$ cat config.mk
export PLATFORM = sky130hd
export DESIGN_NAME = aes_in_loader
export DESIGN_NICKNAME = d
export VERILOG_FILES = /design/src/rtl/aes_in_loader.sv
export SDC_FILE = /design/constraint.sdc
export NUM_CORES = 1
export LEC_CHECK = 0
export BUFFER_PORTS_ARGS = -buffer_cell sky130_fd_sc_hd__buf_2
export CAP_MARGIN = 20
export CORE_MARGIN = 5
export CORE_UTILIZATION = 25
export CTS_CLUSTER_SIZE = 20
export DETAILED_ROUTE_END_ITERATION = 8
export PLACE_DENSITY = 0.51
export REMOVE_ABC_BUFFERS = 1
export SETUP_SLACK_MARGIN = 0.5
export SYNTH_ARGS = -nofsm -noshare
export SYNTH_HDL_FRONTEND = slang
export SYNTH_SLANG_ARGS = --single-unit
$ cat constraint.sdc
create_clock -name clk -period 1.8 [get_ports clk]
set_clock_uncertainty 0.05 [all_clocks]
set_input_delay 0.54 -clock clk [delete_from_list [all_inputs] [get_ports clk]]
set_output_delay 0.54 -clock clk [all_outputs]
set_load 0.005 [all_outputs]
$ cat src/rtl/aes_in_loader.sv
// aes_in_loader: accepts one 128-bit block plus key over valid/ready and streams
// both MSB-byte-first into the AES engine. It then holds en_signal for a fixed
// run window and pulses blk_done when the block ends.
// Optional feature macro: AES_IN_KEY_REUSE_EN
//   defined   - remembers the last key and reports key_stored when it repeats.
//   undefined - no key register or comparator; every block reports key_changed.
module aes_in_loader #(
    parameter int unsigned RUN_CYCLES = 160,
    parameter int unsigned CNT_W      = 8
) (
    input  logic         clk,
    input  logic         rst,
    input  logic         in_valid,
    output logic         in_ready,
    input  logic [127:0] in_data,
    input  logic [127:0] in_key,
    input  logic         in_enc_dec,
    output logic         en_signal,
    output logic         enc_dec,
    output logic         key_stored,
    output logic         key_changed,
    output logic [7:0]   user_data_in,
    output logic [7:0]   user_key_in,
    output logic         busy,
    output logic         blk_done
);

    typedef enum logic [1:0] {StIdle, StLoad, StRun, StDone} state_e;

    localparam logic [CNT_W-1:0] RunLast = CNT_W'(RUN_CYCLES - 1);

    state_e             state_q, state_d;
    logic [3:0]         byte_cnt_q, byte_cnt_d;
    logic [CNT_W-1:0]   run_cnt_q, run_cnt_d;
    // Remaining bytes still to be presented; the top byte is always next.
    logic [127:0]       data_sr_q, data_sr_d;
    logic [127:0]       key_sr_q, key_sr_d;

    logic               in_ready_q, in_ready_d;
    logic               en_signal_q, en_signal_d;
    logic               enc_dec_q, enc_dec_d;
    logic               key_stored_q, key_stored_d;
    logic               key_changed_q, key_changed_d;
    logic [7:0]         user_data_in_q, user_data_in_d;
    logic [7:0]         user_key_in_q, user_key_in_d;
    logic               busy_q, busy_d;
    logic               blk_done_q, blk_done_d;

    logic               key_match;

`ifdef AES_IN_KEY_REUSE_EN
    logic [127:0]       last_key_q, last_key_d;
    logic               key_valid_q, key_valid_d;

    assign key_match = key_valid_q && (in_key == last_key_q);

    // Key history: capture the offered key on every accept.
    always_comb begin
        last_key_d  = last_key_q;
        key_valid_d = key_valid_q;
        if (state_q == StIdle && in_valid) begin
            last_key_d  = in_key;
            key_valid_d = 1'b1;
        end
    end

    // Key history registers; reset forgets the engine's key.
    always_ff @(posedge clk) begin
        if (rst) begin
            last_key_q  <= '0;
            key_valid_q <= 1'b0;
        end else begin
            last_key_q  <= last_key_d;
            key_valid_q <= key_valid_d;
        end
    end
`else
    assign key_match = 1'b0;
`endif

    // Next-state and next-output logic; all outputs are registered.
    always_comb begin
        state_d        = state_q;
        byte_cnt_d     = byte_cnt_q;
        run_cnt_d      = run_cnt_q;
        data_sr_d      = data_sr_q;
        key_sr_d       = key_sr_q;
        in_ready_d     = in_ready_q;
        en_signal_d    = en_signal_q;
        enc_dec_d      = enc_dec_q;
        key_stored_d   = key_stored_q;
        key_changed_d  = key_changed_q;
        user_data_in_d = user_data_in_q;
        user_key_in_d  = user_key_in_q;
        busy_d         = busy_q;
        blk_done_d     = blk_done_q;

        unique case (state_q)
            StIdle: begin
                if (in_valid) begin
                    state_d        = StLoad;
                    byte_cnt_d     = 4'd0;
                    // Byte 0 goes out in the first LOAD cycle; keep the rest queued.
                    user_data_in_d = in_data[127:120];
                    user_key_in_d  = in_key[127:120];
                    data_sr_d      = {in_data[119:0], 8'h00};
                    key_sr_d       = {in_key[119:0], 8'h00};
                    in_ready_d     = 1'b0;
                    en_signal_d    = 1'b1;
                    busy_d         = 1'b1;
                    enc_dec_d      = in_enc_dec;
                    key_stored_d   = key_match;
                    key_changed_d  = !key_match;
                end
            end
            StLoad: begin
                if (byte_cnt_q == 4'd15) begin
                    state_d        = StRun;
                    run_cnt_d      = '0;
                    user_data_in_d = 8'h00;
                    user_key_in_d  = 8'h00;
                end else begin
                    byte_cnt_d     = byte_cnt_q + 4'd1;
                    user_data_in_d = data_sr_q[127:120];
                    user_key_in_d  = key_sr_q[127:120];
                    data_sr_d      = {data_sr_q[119:0], 8'h00};
                    key_sr_d       = {key_sr_q[119:0], 8'h00};
                end
            end
            StRun: begin
                if (run_cnt_q == RunLast) begin
                    state_d     = StDone;
                    en_signal_d = 1'b0;
                    blk_done_d  = 1'b1;
                end else begin
                    run_cnt_d = run_cnt_q + 1'b1;
                end
            end
            StDone: begin
                state_d       = StIdle;
                blk_done_d    = 1'b0;
                busy_d        = 1'b0;
                in_ready_d    = 1'b1;
                key_stored_d  = 1'b0;
                key_changed_d = 1'b0;
            end
        endcase
    end

    // State and output registers with synchronous reset.
    always_ff @(posedge clk) begin
        if (rst) begin
            state_q        <= StIdle;
            byte_cnt_q     <= 4'd0;
            run_cnt_q      <= '0;
            data_sr_q      <= '0;
            key_sr_q       <= '0;
            in_ready_q     <= 1'b1;
            en_signal_q    <= 1'b0;
            enc_dec_q      <= 1'b0;
            key_stored_q   <= 1'b0;
            key_changed_q  <= 1'b0;
            user_data_in_q <= 8'h00;
            user_key_in_q  <= 8'h00;
            busy_q         <= 1'b0;
            blk_done_q     <= 1'b0;
        end else begin
            state_q        <= state_d;
            byte_cnt_q     <= byte_cnt_d;
            run_cnt_q      <= run_cnt_d;
            data_sr_q      <= data_sr_d;
            key_sr_q       <= key_sr_d;
            in_ready_q     <= in_ready_d;
            en_signal_q    <= en_signal_d;
            enc_dec_q      <= enc_dec_d;
            key_stored_q   <= key_stored_d;
            key_changed_q  <= key_changed_d;
            user_data_in_q <= user_data_in_d;
            user_key_in_q  <= user_key_in_d;
            busy_q         <= busy_d;
            blk_done_q     <= blk_done_d;
        end
    end

    assign in_ready     = in_ready_q;
    assign en_signal    = en_signal_q;
    assign enc_dec      = enc_dec_q;
    assign key_stored   = key_stored_q;
    assign key_changed  = key_changed_q;
    assign user_data_in = user_data_in_q;
    assign user_key_in  = user_key_in_q;
    assign busy         = busy_q;
    assign blk_done     = blk_done_q;

endmodule
==> results of run 1 <==
[layout make-up]
cell class	instances	area, µm²	area share
Inverter	3	18.77	0.0009699
Timing Repair Buffer	484	4439	0.2294
Antenna cell	2	5.005	0.0002586
Tap cell	615	769.5	0.03977
Clock buffer	52	1042	0.05386
Clock inverter	9	172.7	0.008923
Sequential cell	275	5542	0.2864
Multi-Input combinational cell	850	7361	0.3804
[what timing repair did]
action / in CTS / in global routing
hold endpoints to repair: 0 / 0
gates cloned: 11 / 28
resized for setup: 97 / 403
pin swaps: 63 / 55
buffers inserted: 15 / 41
endpoints found under the setup margin: 297 / 297
[cells by family (layout without fill, tap and decap cells)]
family / Yosys count / count (layout) / synth area share
AND/OR/NAND/NOR: 323 / 324 / 0.1116
other: 1 / 3 / 0.0003146
buffers and inverters: 121 / 548 / 0.04471
multiplexers: 228 / 228 / 0.1926
adder cells (fa/ha/maj): 7 / 7 / 0.007347
flip-flops: 275 / 275 / 0.4618
XOR/XNOR: 2 / 2 / 0.001470
AO/OA/AOI/OAI: 288 / 288 / 0.1801
[where the power goes]
group | internal (mW) | total (mW) | switching [mW]
Sequential | 8.57 | 10.1 | 1.58
Clock | 4.71 | 7.41 | 2.70
Combinational | 10.6 | 20.0 | 9.40
Total | 23.9 | 37.6 | 13.7
[worst register-to-register path: cells and delay by family (launching register included)]
kind | cells | cell delay [ns]
flip-flops | 1 | 0.35
AND/OR/NAND/NOR | 2 | 0.52
AO/OA/AOI/OAI | 2 | 0.22
buffers and inverters | 5 | 0.60
adder cells (fa/ha/maj) | 1 | 0.17
[path summary, 6_finish.rpt]
check,slack [ns],to,start
worst max-delay path,-0.17,run_cnt_q[6]$_SDFFE_PP0P_,state_q[1]$_SDFFE_PP0P_
worst min-delay path,0.19,key_sr_q[8]$_SDFFE_PP0P_,in_key[0]
worst max register to register,-0.17,run_cnt_q[6]$_SDFFE_PP0P_,state_q[1]$_SDFFE_PP0P_
worst min register to register,0.43,run_cnt_q[1]$_SDFFE_PP0P_,run_cnt_q[1]$_SDFFE_PP0P_
[per-layer routing]
| layer | up-vias | part of all wire |
|---|---|---|
| met4 | 6 | 0.017 |
| li1 | 5400 | - |
| met1 | 5229 | 0.47 |
| met5 | - | 0.00067 |
| met3 | 51 | 0.049 |
| met2 | 235 | 0.47 |
[metrics by stage]
| step | hold slack [ns] | util |
|---|---|---|
| final | 0.1929 | 0.4078 |
| after global routing | 0.1895 | 0.4077 |
| after CTS | 0.1542 | 0.3542 |
| after detailed placement | 0.4187 | 0.3112 |
| after global placement | 0.4092 | 0.3112 |
| after floorplan | 0.3931 | - |
[synthesized netlist by cell type, types with 2 or more instances]
cell type	n	area share
dfxtp_1	275	0.46
nor2_1	266	0.084
mux2i_1	226	0.19
a211oi_1	225	0.14
buf_2	54	0.023
clkbuf_1	53	0.017
nor3_1	18	0.0076
a22oi_1	17	0.011
a21oi_1	15	0.0063
a221oi_1	13	0.0096
buf_1	8	0.0025
nand2_1	8	0.0025
ha_1	7	0.0073
nand3_1	7	0.0029
nand2b_1	4	0.0021
a222oi_1	3	0.0025
buf_4	3	0.0019
inv_1	3	0.00094
nor2b_1	3	0.0016
a2bb2oi_1	2	0.0015
a31oi_1	2	0.0010
nand4_1	2	0.0010
nand4b_1	2	0.0015
o21ai_0	2	0.00084
o21ai_1	2	0.00084
or2_2	2	0.0010
or3_1	2	0.0010
or4_1	2	0.0013
[flip-flops by register name, summed over array words and instances, names as in the netlist, 2 cells and up]
register      flops
state_q           2
user_data_in      8
key_sr_q        120
data_sr_q       120
user_key_in       8
byte_cnt_q        4
run_cnt_q         8
[placed cells by master (no fill, tap or decap), drive strengths merged, types with 2 or more instances in the layout]
| master | instances |
|---|---|
| a211oi | 225 |
| a221oi | 13 |
| nand2b | 4 |
| dfxtp | 275 |
| or2 | 2 |
| a222oi | 3 |
| ha | 7 |
| diode | 2 |
| clkbuf | 72 |
| a22oi | 17 |
| nor2 | 268 |
| nor2b | 3 |
| nand4 | 2 |
| a2bb2oi | 2 |
| nand2 | 8 |
| mux2i | 227 |
| nor3 | 18 |
| buf | 464 |
| nand4b | 2 |
| or4 | 2 |
| clkinv | 3 |
| a21oi | 15 |
| or3 | 2 |
| o21ai | 4 |
| a31oi | 2 |
| bufinv | 5 |
| nand3 | 7 |
| inv | 3 |
==> metrics.txt, run 1 <==
outcome finished with violations; failing checks setup timing; HPWL after DPL 24.23 mm; vias in the first global route 10370; most used routing layer met2; Avg WL per Cell 18.20 µm; CTS max path bufs 3; YS warnings 0; period utilization 1.096; final setup vio count 181; final wirelength 41.68 mm; Setup WS post-layout -0.1734 ns; all-layer global routing usage 0.1357; cell family with most CP delay buffers and inverters; Crit Path Class flop to flop; final-stage net count 1916; Critical Path Stages 10; Finished Layout Cells 2290; slew margin rel. 0.6335; via/cell ratio 4.769; CTS tree built; Avg Cell Area, Syn 9.574 µm²; Buffers on Ports 281; Top cell by count, worst path buf_4; grt ovf 0; CTS buffer count 35; final hold vios 0; Final Max Tran Viols 0; Critical Path RT 2.20 ns; RSZ-0062 raised after global routing true; initial core utilization 0.2512; post-synth cell types 47; layout cells sized above 1 0.5164; Crit path largest cell delay 0.40 ns; initial antenna violation count 4; Rows 80; H-tree Lvls 2; final antenna-violating net count 0; dpl cell area 0.01477 mm²; root buffer selected by CTS clkbuf_16; crit-path cells inv_4 -> ha_4 -> buf_12 -> buf_4 -> buf_8 -> nor2b_4 -> o221ai_2 -> buf_4 -> or4_4 -> o21ai_1; GR Util met1 0.1822; Cell Pwr Density 1943 mW/mm²; register area share after synthesis 0.4618; global-route wire length before repair 57.48 mm; Cells after DPL 2132; CTS Sinks 275; Yosys reg bits 275; Cell Area, Synth 0.01192 mm²; largest net degree at the start of global routing 83; DR pass1 iterations 5; Slowest-stage cell, CP or4_4; area grow syn2layout 62.33%; clock insertion delay at the later pin of the skew report 0.53 ns; Critical Path End Type flop; min Tclk post-route 1.973 ns; Power Total 37.59 mW; crit path DAT 2.38 ns; drt drc 0; die area 0.05215 mm²; Worst Tran Pin Value 0.5498 ns; Fillers 4673; maxcap violations 0; Mapped Cells 1245; DR iter-0 viols 587; Crit Path Max Fanout 6; EDFF count, synth 0; Final Cell Area 0.01935 mm²; Die Y 228.4 µm; M3 GR Usage 0.03317; Worst IR Drop VDD 0.7852 mV; reg2reg path depth 10; # hold bufs at CTS 0; io pins 283; Clock transition at path regs 0.06 ns; via count 10920; gp weighted congestion 0.7515; Synth async-reset ratio 0; worst slack, placed -0.2654 ns; Pleak 7.623 nW; Die W 228.4 µm; hold path depth 3; HP Class primary input to flop; CP Buf/Inv Count 5; core area 0.04745 mm²; met2 usage 0.2183; final setup TNS -14.57 ns; Max Fclk 506.7 MHz; CP startpoint kind flop; Main synth FF type dfxtp_1
Note: power is estimated with default switching activity, not from simulation.
==> run 2, diff against run 1 <==
--- a/config.mk
+++ b/config.mk
@@ -7,11 +7,11 @@
 export LEC_CHECK = 0
 export BUFFER_PORTS_ARGS = -buffer_cell sky130_fd_sc_hd__buf_2
 export CAP_MARGIN = 20
-export CORE_MARGIN = 5
-export CORE_UTILIZATION = 25
+export CORE_MARGIN = 3
+export CORE_UTILIZATION = 30
 export CTS_CLUSTER_SIZE = 20
 export DETAILED_ROUTE_END_ITERATION = 8
-export PLACE_DENSITY = 0.51
+export PLACE_DENSITY = 0.57
 export REMOVE_ABC_BUFFERS = 1
 export SETUP_SLACK_MARGIN = 0.5
 export SYNTH_ARGS = -nofsm -noshare
==> run 2 against run 1 <==
Effect of this change:
- the run still ends with setup timing left
- sequential cell count is the same
- sequential share of layout area up 1.4 points
- combinational power is 6% lower
- clock power down 7.7%
- die area down 19%
- via count fell by 1.1%
==> metrics.txt, run 2 (synthesis gave the netlist of run 1 again) <==
Die Y 205.3 µm; Max Fclk 523.8 MHz; CTS tree built; failing checks setup timing; HP Class primary input to flop; final wirelength 38.50 mm; final setup vio count 155; CTS buffer count 34; largest net degree at the start of global routing 62; reg2reg setup slack -0.11 ns; final hold vios 0; io pins 283; grt ovf 0; Crit Path Max Fanout 10; via/cell ratio 5.038; Power Total 35.55 mW; Finished Layout Cells 2144; Worst IR Drop VDD 0.9718 mV; period utilization 1.061; Final Max Tran Viols 0; HPWL after DPL 22.66 mm; slew margin rel. 0.6265; area grow syn2layout 53.83%; Buffers on Ports 281; initial core utilization 0.3063; Critical Path RT 2.19 ns; vias in the first global route 10240; commonest cells after routing, fill and taps aside buf_2, dfxtp_1, mux2i_1, nor2_1, a211oi_2; Rows 72; DR pass1 iterations 5; global-route wire length before repair 55.10 mm; drt drc 0; final setup TNS -6.142 ns; clock insertion delay at the later pin of the skew report 0.53 ns; Cells after DPL 2014; dpl cell area 0.01446 mm²; maxcap violations 0; root buffer selected by CTS clkbuf_16; DR iter-0 viols 383; H-tree Lvls 2; CTS Sinks 275; layout cells sized above 1 0.4624; via count 10800; Setup WS post-layout -0.1092 ns; die area 0.04216 mm²; gp weighted congestion 0.7310; final antenna-violating net count 0; worst slack, placed -0.2410 ns; Final Util 0.4712; core area 0.03892 mm²; Hold WS 0.1988 ns; Cell Pwr Density 1939 mW/mm²; outcome finished with violations; Pleak 7.261 nW; Avg WL per Cell 17.96 µm; Die W 205.3 µm; most common cell after layout, fill and taps aside buf_2; crit path DAT 2.30 ns; # hold bufs at CTS 0; Crit Path Class flop to flop; initial antenna violation count 6; RSZ-0062 raised after global routing true; Worst Tran Pin Value 0.5602 ns; Critical Path End Type flop; final-stage net count 1866; min Tclk post-route 1.909 ns; CP startpoint kind flop; largest registers data_sr_q: 120 flops, key_sr_q: 120 flops; CTS max path bufs 3; Fillers 3654; Final Cell Area 0.01834 mm²; all-layer global routing usage 0.1638; Clock transition at path regs 0.06 ns
run 2: final cells by class:
class,instances,area (µm²),area share
Multi-Input combinational cell,849,7087,0.3865
Clock inverter,11,97.59,0.005322
Antenna cell,2,5.005,0.0002729
Tap cell,518,648.1,0.03535
Inverter,3,16.27,0.0008871
Clock buffer,50,1025,0.05589
Sequential cell,275,5510,0.3005
Timing Repair Buffer,436,3948,0.2153
run 2: final timing paths:
path	depth (start not counted)	end	start
worst max register to register	9	data_sr_q[63]$_SDFFE_PP0P_	state_q[1]$_SDFFE_PP0P_
worst min register to register	2	user_data_in[1]$_SDFFE_PP0P_	user_data_in[1]$_SDFFE_PP0P_
worst max-delay path	9	data_sr_q[63]$_SDFFE_PP0P_	state_q[1]$_SDFFE_PP0P_
worst min-delay path	3	data_sr_q[13]$_SDFFE_PP0P_	in_data[5]
run 2: routing by layer:
layer	share of wire	GRT usage
met5	0.0014	0
met4	0.021	0.05248
met3	0.058	0.03908
met2	0.46	0.2610
met1	0.46	0.2192
run 2: what timing repair did:
action	CTS	global route
setup endpoints to repair	297	297
setup buffers	16	10
resized for setup	182	176
pin swaps	51	51
cloned	17	24
run 2: worst max-delay path: stages (launching register included):
cell       delay (ns)
dfxtp_2          0.35
inv_4            0.05
ha_4             0.17
and4_4           0.20
nor2_4           0.14
buf_12           0.19
clkbuf_16        0.22
clkbuf_16        0.17
nor2_1           0.05
a211oi_2         0.20
run 2: where the power goes:
group	total (mW)	internal (mW)	switching, mW
Clock	6.84	4.11	2.73
Sequential	10.0	8.52	1.49
Combinational	18.7	9.81	8.88
Total	35.5	22.4	13.1
==> run 3, diff against run 2 <==
--- a/config.mk
+++ b/config.mk
@@ -17,3 +17,4 @@
 export SYNTH_ARGS = -nofsm -noshare
 export SYNTH_HDL_FRONTEND = slang
 export SYNTH_SLANG_ARGS = --single-unit
+export TNS_END_PERCENT = 50
==> run 3 against run 2 <==
Effect of this change:
- the run still ends with setup timing left
- combinational power about the same
- sequential cell count unchanged
- fmax decreased by 0.20%
- total power decreased by 0.59%
- design area decreased by 0.43%
- critical endpoint unchanged
==> metrics.txt, run 3 (synthesis gave the netlist of run 1 again) <==
largest net degree at the start of global routing 62; Seq pwr share 0.283; via count 10780; DR iter-0 viols 433; Crit Path Max Fanout 10; Pleak 7.246 nW; vias in the first global route 10240; Max Fclk 522.7 MHz; via/cell ratio 5.029; switching fraction of total power 0.3675; Top cell by count, worst path clkbuf_16; initial antenna violation count 6; crit-path cells inv_4 -> ha_4 -> and4_4 -> nor2_4 -> buf_12 -> clkbuf_16 -> clkbuf_16 -> nor2_1 -> a211oi_2; Cells after DPL 2014; most common cell after layout, fill and taps aside buf_2; CP startpoint kind flop; Die W 205.3 µm; slew margin rel. 0.6331; P_sw 12.99 mW; CTS max path bufs 3; cell family with most CP delay buffers and inverters; Cell Pwr Density 1936 mW/mm²; Crit path largest cell delay 0.35 ns; initial core utilization 0.3063; Critical Path RT 2.19 ns; HP Class primary input to flop; final setup TNS -5.949 ns; largest registers data_sr_q: 120 flops, key_sr_q: 120 flops; min Tclk post-route 1.913 ns; Setup WS post-layout -0.1131 ns; DR pass1 iterations 4; Final Max Tran Viols 0; Slowest-stage cell, CP dfxtp_2; die area 0.04216 mm²; CTS tree built; final antenna-violating net count 0; period utilization 1.063; core area 0.03892 mm²; final setup vio count 153; final hold vios 0; Fillers 3676; Crit Path Class flop to flop; Power Total 35.34 mW; grt ovf 0; maxcap violations 0; clock insertion delay at the later pin of the skew report 0.53 ns; RSZ-0062 raised after global routing true; Comb power frac 0.524; Die Y 205.3 µm; global-route wire length before repair 55.10 mm; Worst Tran Pin Value 0.5503 ns; Avg WL per Cell 17.92 µm; Reg area 0.005510 mm²; HP Start in_data[5]; Clock transition at path regs 0.06 ns; area grow syn2layout 53.16%; # hold bufs at CTS 0; Final Cell Area 0.01826 mm²; H-tree Lvls 2; dpl cell area 0.01446 mm²; CP Buf/Inv Count 4; commonest cells after routing, fill and taps aside buf_2, dfxtp_1, mux2i_1, nor2_1, a211oi_2; final-stage net count 1866; Power Internal 22.35 mW; crit path launch state_q[1]$_SDFFE_PP0P_; Finished Layout Cells 2144; Critical Path End Type flop; CTS buffer count 34; reg2reg setup slack -0.11 ns; gp weighted congestion 0.7310; Worst IR Drop VDD 0.9720 mV; Multi-input gate area 0.007017 mm²; Buffers on Ports 281; Rows 72; io pins 283; failing checks setup timing; layout cells sized above 1 0.4526; CTS Sinks 275; outcome finished with violations; all-layer global routing usage 0.1638; clock share of power 0.193; crit path DAT 2.30 ns; HPWL after DPL 22.66 mm; root buffer selected by CTS clkbuf_16; final wirelength 38.42 mm; RR Startpoint state_q[1]$_SDFFE_PP0P_; drt drc 0
## run 3: timing repair
action | in CTS | in global routing
cloned | 17 | 24
endpoints found under the setup margin | 297 | 297
resized for setup | 182 | 156
pin swaps | 51 | 57
setup buffers | 16 | 10
## run 3: cell type report
| type | count | area share |
|---|---|---|
| inverter | 3 | 0.0008909 |
| timing repair buffer | 436 | 0.2157 |
| antenna | 2 | 0.0002741 |
| multi-input combinational | 849 | 0.3843 |
| sequential | 275 | 0.3018 |
| clock inverter | 11 | 0.005345 |
| clock buffer | 50 | 0.05613 |
| tap | 518 | 0.03550 |
## run 3: final timing paths
check                                      end  cells past startpoint
setup reg to reg    data_sr_q[63]$_SDFFE_PP0P_                      9
hold reg to reg   user_data_in[1]$_SDFFE_PP0P_                      2
hold / removal      data_sr_q[13]$_SDFFE_PP0P_                      3
setup / recovery    data_sr_q[63]$_SDFFE_PP0P_                      9
## run 3: tightest hold or removal path, cell delays in order
cell and delay, ns:
buf_2 0.08, a22oi_2 0.04, nor2_1 0.07
## run 3: through the flow
stage	setup slack [ns]	util	hold WS, ns
after floorplan	-13.09	-	0.3931
after global placement	-0.1671	0.3715	0.4016
after detailed placement	-0.2410	0.3715	0.4281
after CTS	-0.05886	0.4358	0.1564
after global routing	-0.2175	0.4691	0.1962
final	-0.1131	0.4691	0.2008
## run 3: routing by layer
metal  up-vias  wire, µm  GRT usage
li1       5302         -          -
met1      5156     17700     0.2192
met2       256     17790     0.2610
met3        58      2063    0.03908
met4        10       806    0.05248
met5         -        52          0
## run 3: power by group through the flow
stage / clock, mW / sequential [mW] / combinational (mW)
after floorplan: 0 / 7.94 / 4.24
after global routing: 7.28 / 10.3 / 19.9
after detailed placement: 0 / 9.91 / 11.7
final: 6.84 / 9.99 / 18.5
after global placement: 0 / 9.82 / 11.5
after CTS: 7.05 / 9.85 / 15.4
